==> config.mk <==
export PLATFORM = sky130hd
export DESIGN_NAME = mul_sequencer_flat
export DESIGN_NICKNAME = d
export VERILOG_FILES = /design/src/rtl/mul_sequencer_if.sv /design/src/rtl/mul_sequencer.sv /design/src/flat_wrapper.sv
export SDC_FILE = /design/constraint.sdc
export NUM_CORES = 1
export LEC_CHECK = 0
export ABC_AREA = 1
export CORE_MARGIN = 1.5
export CORE_UTILIZATION = 56
export CTS_BUF_LIST = sky130_fd_sc_hd__clkbuf_8 sky130_fd_sc_hd__clkbuf_16
export DETAILED_ROUTE_END_ITERATION = 6
export PLACE_DENSITY = 0.78
export SLEW_MARGIN = 20
export SYNTH_ARGS = -nofsm -noshare
export SYNTH_HDL_FRONTEND = slang
export SYNTH_SLANG_ARGS = --single-unit
==> constraint.sdc <==
create_clock -name clk -period 6.2 [get_ports clk]
set_input_delay 1.24 -clock clk [delete_from_list [all_inputs] [get_ports clk]]
set_output_delay 1.24 -clock clk [all_outputs]
set_load 0.02 [all_outputs]
==> src/rtl/mul_sequencer_if.sv <==
// Multiply-sequencer request/writeback bundle between the pipeline (master) and the
// iterative multiplier (slave).
interface mul_sequencer_if;
   logic        Start;
   logic        Signed;
   logic        Long;
   logic        Flush;
   logic [31:0] SrcA;
   logic [31:0] SrcB;
   logic        Busy;
   logic        WbValid;
   logic        AuxW;
   logic        Done;
   logic [31:0] WbData;

   modport master (
      output Start, Signed, Long, Flush, SrcA, SrcB,
      input  Busy, WbValid, AuxW, Done, WbData
   );

   modport slave (
      input  Start, Signed, Long, Flush, SrcA, SrcB,
      output Busy, WbValid, AuxW, Done, WbData
   );
endinterface

==> src/rtl/mul_sequencer.sv <==
// 32x32 radix-2 shift-add multiplier with MUL/UMULL/SMULL writeback sequencing.
// Operates on magnitudes and negates the 64-bit accumulator at the end for signed results.
module mul_sequencer (
   input logic             clk,
   input logic             reset,
   mul_sequencer_if.slave  bus
);

   typedef enum logic [1:0] {IDLE, CALC, WB_LO, WB_HI} state_t;

   state_t      state_q, state_d;
   logic [63:0] acc_q, acc_d;
   logic [4:0]  cnt_q, cnt_d;
   logic [31:0] mcand_q, mcand_d;
   logic [31:0] mplier_q, mplier_d;
   logic        long_q, long_d;
   logic        sign_q, sign_d;
   logic        busy_q, busy_d;
   logic        wb_valid_q, wb_valid_d;
   logic        aux_w_q, aux_w_d;
   logic        done_q, done_d;
   logic [31:0] wb_data_q, wb_data_d;

   logic [31:0] mag_a, mag_b;
   logic [63:0] prod;

   always_comb begin
      mag_a = (bus.Signed && bus.SrcA[31]) ? (~bus.SrcA + 32'd1) : bus.SrcA;
      mag_b = (bus.Signed && bus.SrcB[31]) ? (~bus.SrcB + 32'd1) : bus.SrcB;
   end

   always_comb begin
      state_d  = state_q;
      acc_d    = acc_q;
      cnt_d    = cnt_q;
      mcand_d  = mcand_q;
      mplier_d = mplier_q;
      long_d   = long_q;
      sign_d   = sign_q;

      case (state_q)
         IDLE: begin
            if (bus.Start && !bus.Flush) begin
               mcand_d  = mag_a;
               mplier_d = mag_b;
               long_d   = bus.Long;
               sign_d   = bus.Signed & (bus.SrcA[31] ^ bus.SrcB[31]);
               acc_d    = 64'd0;
               cnt_d    = 5'd0;
               state_d  = CALC;
            end
         end
         CALC: begin
            if (mplier_q[cnt_q]) acc_d = acc_q + (64'(mcand_q) << cnt_q);
            cnt_d = cnt_q + 5'd1;
            if (cnt_q == 5'd31) state_d = WB_LO;
         end
         WB_LO:   state_d = long_q ? WB_HI : IDLE;
         WB_HI:   state_d = IDLE;
         default: state_d = IDLE;
      endcase

      if (bus.Flush && (state_q != IDLE)) state_d = IDLE;

      // Outputs are registered from the next state so they line up with it.
      prod       = sign_q ? (~acc_d + 64'd1) : acc_d;
      busy_d     = (state_d != IDLE);
      wb_valid_d = (state_d == WB_LO) || (state_d == WB_HI);
      aux_w_d    = (state_d == WB_HI);
      done_d     = ((state_d == WB_LO) && !long_d) || (state_d == WB_HI);
      wb_data_d  = 32'd0;
      if (state_d == WB_LO)      wb_data_d = prod[31:0];
      else if (state_d == WB_HI) wb_data_d = prod[63:32];
   end

   always_ff @(posedge clk or posedge reset) begin
      if (reset) begin
         state_q    <= IDLE;
         acc_q      <= 64'd0;
         cnt_q      <= 5'd0;
         mcand_q    <= 32'd0;
         mplier_q   <= 32'd0;
         long_q     <= 1'b0;
         sign_q     <= 1'b0;
         busy_q     <= 1'b0;
         wb_valid_q <= 1'b0;
         aux_w_q    <= 1'b0;
         done_q     <= 1'b0;
         wb_data_q  <= 32'd0;
      end else begin
         state_q    <= state_d;
         acc_q      <= acc_d;
         cnt_q      <= cnt_d;
         mcand_q    <= mcand_d;
         mplier_q   <= mplier_d;
         long_q     <= long_d;
         sign_q     <= sign_d;
         busy_q     <= busy_d;
         wb_valid_q <= wb_valid_d;
         aux_w_q    <= aux_w_d;
         done_q     <= done_d;
         wb_data_q  <= wb_data_d;
      end
   end

   assign bus.Busy    = busy_q;
   assign bus.WbValid = wb_valid_q;
   assign bus.AuxW    = aux_w_q;
   assign bus.Done    = done_q;
   assign bus.WbData  = wb_data_q;

endmodule

==> src/flat_wrapper.sv <==
// flat-port wrapper written by rule: the top's interface ports become plain ports
module mul_sequencer_flat 
  (clk, reset, bus_Start, bus_Signed, bus_Long, bus_Flush, bus_SrcA, bus_SrcB, bus_Busy, bus_WbValid, bus_AuxW, bus_Done, bus_WbData);
  mul_sequencer_if bus_i ();
  input logic clk;
  input logic reset;
  input wire logic [$bits(bus_i.Start)-1:0] bus_Start;
  input wire logic [$bits(bus_i.Signed)-1:0] bus_Signed;
  input wire logic [$bits(bus_i.Long)-1:0] bus_Long;
  input wire logic [$bits(bus_i.Flush)-1:0] bus_Flush;
  input wire logic [$bits(bus_i.SrcA)-1:0] bus_SrcA;
  input wire logic [$bits(bus_i.SrcB)-1:0] bus_SrcB;
  output wire logic [$bits(bus_i.Busy)-1:0] bus_Busy;
  output wire logic [$bits(bus_i.WbValid)-1:0] bus_WbValid;
  output wire logic [$bits(bus_i.AuxW)-1:0] bus_AuxW;
  output wire logic [$bits(bus_i.Done)-1:0] bus_Done;
  output wire logic [$bits(bus_i.WbData)-1:0] bus_WbData;
  assign bus_i.Start = bus_Start;
  assign bus_i.Signed = bus_Signed;
  assign bus_i.Long = bus_Long;
  assign bus_i.Flush = bus_Flush;
  assign bus_i.SrcA = bus_SrcA;
  assign bus_i.SrcB = bus_SrcB;
  assign bus_Busy = bus_i.Busy;
  assign bus_WbValid = bus_i.WbValid;
  assign bus_AuxW = bus_i.AuxW;
  assign bus_Done = bus_i.Done;
  assign bus_WbData = bus_i.WbData;
  mul_sequencer u_core (.clk(clk), .reset(reset), .bus(bus_i));
endmodule
==> metrics.md <==
| Metric | Value |
|---|---|
| Antenna viol nets, final | `0` |
| Clock skew | `0.0182 ns` |
| Status | `finished clean` |
| Hold-fix buffers at CTS | `0` |
| Number of port buffers | `105` |
| I/O pin total | `106` |
| Critical Path Fanout Max | `51` |
| Crit path launch type | `flip-flop` |
| Root Buffer | `clkbuf_16` |
| Cell Area, Synth | `19100 sq um` |
| Clock transition at the registers of the reported paths | `0.08 ns` |
| Number of antenna violations at the first check in global routing | `0` |
| WS Path Type | `flip-flop to flip-flop` |
| Fin. Hold Viols | `0` |
| Layout fillers | `3241` |
| Fin nets | `3649` |
| Drt wl/cell | `18.8 um` |
| Hold_sp | `u_core.mcand_q[22]` |
| Most common cell in the synthesized netlist | `nand2_1` |
| HPWL after detailed placement | `60.3 mm` |
| Skew-Pair Late Insertion Delay | `0.46 ns` |
| WP data arrival | `6.01 ns` |
| Ys async rst share | `1.00` |
| Layout area overhead | `10.1%` |
| Final period utilization | `0.918` |
| Post-Place Cells | `3939` |
| Sequential area share after synthesis | `0.226` |
| Final wirelength | `74.7 mm` |
| FF+latch count, synth | `173` |
| Ys Warns | `0` |
| CTS tree | `done` |
| Row cnt | `67` |
| Share of layout cells above drive strength 1 | `0.0281` |
| Largest net degree at the start of global routing | `111` |
| Finished Layout Cells | `3971` |
| Syn_nets | `3613` |
| Max-cap viol count | `0` |
| Via/cell ratio | `5.72` |
| Die Y | `188 um` |
| DR DRC count | `0` |
| Time the worst path needs with I/O delays and setup | `5.69 ns` |
| Total grt overflow | `0` |
| Rel. slew slack | `0.317` |
| Post-CTS Setup Bufs | `0` |
| Top cells by area, synth | `nand2_1, dfrtp_1, inv_1, nand3_1, nor2_1` |
| Post-Synthesis Cells | `3474` |
| Beginning of the critical path | `u_core.cnt_q[0]` |
| Worst endpoint required time | `6.52 ns` |
| GR Util All Layers | `0.422` |
| Fin worst setup slack | `0.510 ns` |
| Longest Clk Path Bufs | `2` |
| Worst R2R Start | `u_core.cnt_q[0]` |
| CP max stage cell | `ha_1` |
| DP Worst Slack | `0.583 ns` |
| Post-synth cell types | `41` |
| Final setup fails | `0` |
| Slew Viols, Final | `0` |
| First-pass GRT wire length | `115 mm` |
| Full die area | `35300 sq um` |
| RSZ-0062 raised after global routing | `no` |
| Fmax | `0.176 GHz` |
| Setup tns final | `0 ns` |
| Crit-path max cell delay | `0.50 ns` |
| CTS H-Tree Depth | `4` |
| TritonCTS Buffers | `17` |
| TritonCTS Sinks | `173` |
| Hold slack | `0.498 ns` |
| Syn_area_per_cell | `5.51 sq um` |
| Hold WC Path Type | `flip-flop to flip-flop` |
| First-pass detailed-route iteration total | `6` |
| Dominant synthesized flop cell | `dfrtp_1` |
| Post-synth top area cell | `nand2_1` |
| Ant. Diodes | `0` |
| Worst Max-Slew Pin Slew | `1.02 ns` |
| Initial Util | `0.569` |
| Synth top cells by count | `nand2_1, inv_1, nor2_1, nand3_1, o21ai_0` |
| Top cell type's share of synthesized area | `0.258` |
| Via count | `22700` |
| Die Wd | `188 um` |
| Core area | `33600 sq um` |
| Gpl congestion | `1.06` |
| Number of global-route vias before repair | `21000` |
| Number of synthesized flops with an enable pin | `0` |
| Critical path capture point type | `flip-flop` |
| Crit-path most repeated cell | `nand2_1` |
| Starting DRT DRC Count | `3021` |
[flip-flops by register name (all words and copies together), names as in the netlist]
register	cells
u_core.acc_q	64
u_core.bus.WbData	32
u_core.mcand_q	32
u_core.mplier_q	32
u_core.cnt_q	5
u_core.state_q	2
u_core.bus.AuxW	1
u_core.bus.Busy	1
u_core.bus.Done	1
u_core.bus.WbValid	1
u_core.long_q	1
u_core.sign_q	1
[logic make-up after synthesis]
| kind of cell | after synthesis | share of synthesized area |
|---|---|---|
| AND/OR/NAND/NOR | 2136 | 0.457 |
| buffers and inverters | 658 | 0.134 |
| AO/OA/AOI/OAI | 351 | 0.0947 |
| flip-flops | 173 | 0.226 |
| adder cells (fa/ha/maj) | 69 | 0.0455 |
| XOR/XNOR | 57 | 0.0261 |
| multiplexers | 30 | 0.0157 |
[per-stage QoR]
step,util,cell area [sq um]
4_1_cts,0.626,21100
3_3_place_gp,0.608,20400
3_5_place_dp,0.608,20400
2_1_floorplan,-,19100
6_report,0.627,21100
5_1_grt,0.627,21100
[timing repair]
| action | CTS | global route |
|---|---|---|
| endpoints found under the hold margin | 0 | 0 |
| setup endpoints to repair | 0 | 3 |
| resized for setup | 0 | 5 |
[per-layer routing]
layer  global-route usage  routed length [um]
met1                0.589               31200
met2                0.647               31700
met3               0.0717                8550
met4                0.173                3250
met5                    0                   0
[cells in the final DEF, fill, tap and decap left out, types with 4 or more instances in the layout]
master and count:
a21oi_1 87, a31oi_1 10, and2_1 7, and3_1 4
buf_4 17, clkbuf_16 17, clkdlybuf4s50_1 105, clkinv_8 5
dfrtp_1 171, ha_1 68, inv_1 544, inv_2 4
inv_6 4, mux2i_1 30, nand2_1 1318, nand2_2 13
nand3_1 301, nand3_2 4, nand3b_1 15, nand4_1 30
nor2_1 381, nor2_2 6, nor3_1 31, nor4_1 6
o21ai_0 207, o21ai_1 26, o21bai_1 4, o22ai_1 8
o31ai_1 4, or2_2 10, xnor2_1 18, xor2_1 39
[area by class of cell]
cell class	instances	area, sq um	area share
clock buffers	17	425	0.0202
flip-flops and latches	173	4330	0.206
well taps	448	561	0.0266
repair buffers	124	1210	0.0574
multi-input cells	2643	12300	0.582
clock inverters	15	196	0.00933
inverters	551	2080	0.0987
[worst max-delay path, delay by kind of cell (launching register included)]
| family | cells | cell delay [ns] |
|---|---|---|
| and+or+nand+nor | 20 | 2.82 |
| adders and majority gates | 1 | 0.50 |
| AOI/OAI and AO/OA | 6 | 1.23 |
| buffers and inverters | 3 | 0.53 |
| DFF | 1 | 0.43 |
[path summary, 6_finish.rpt]
path / endpoint / slack [ns] / cells after the start
max in group asynchronous: u_core.cnt_q[0] / 3.91 / 3
hold / removal: u_core.mcand_q[22] / 0.50 / 2
min in group asynchronous: u_core.bus.AuxW / 1.23 / 2
hold reg to reg: u_core.mcand_q[22] / 0.50 / 2
setup reg to reg: u_core.bus.WbData[8] / 0.51 / 30
setup / recovery: u_core.bus.WbData[8] / 0.51 / 30
Power is not shown: default switching activity piles up to over one toggle a cycle in this logic, so the estimate is an artifact.
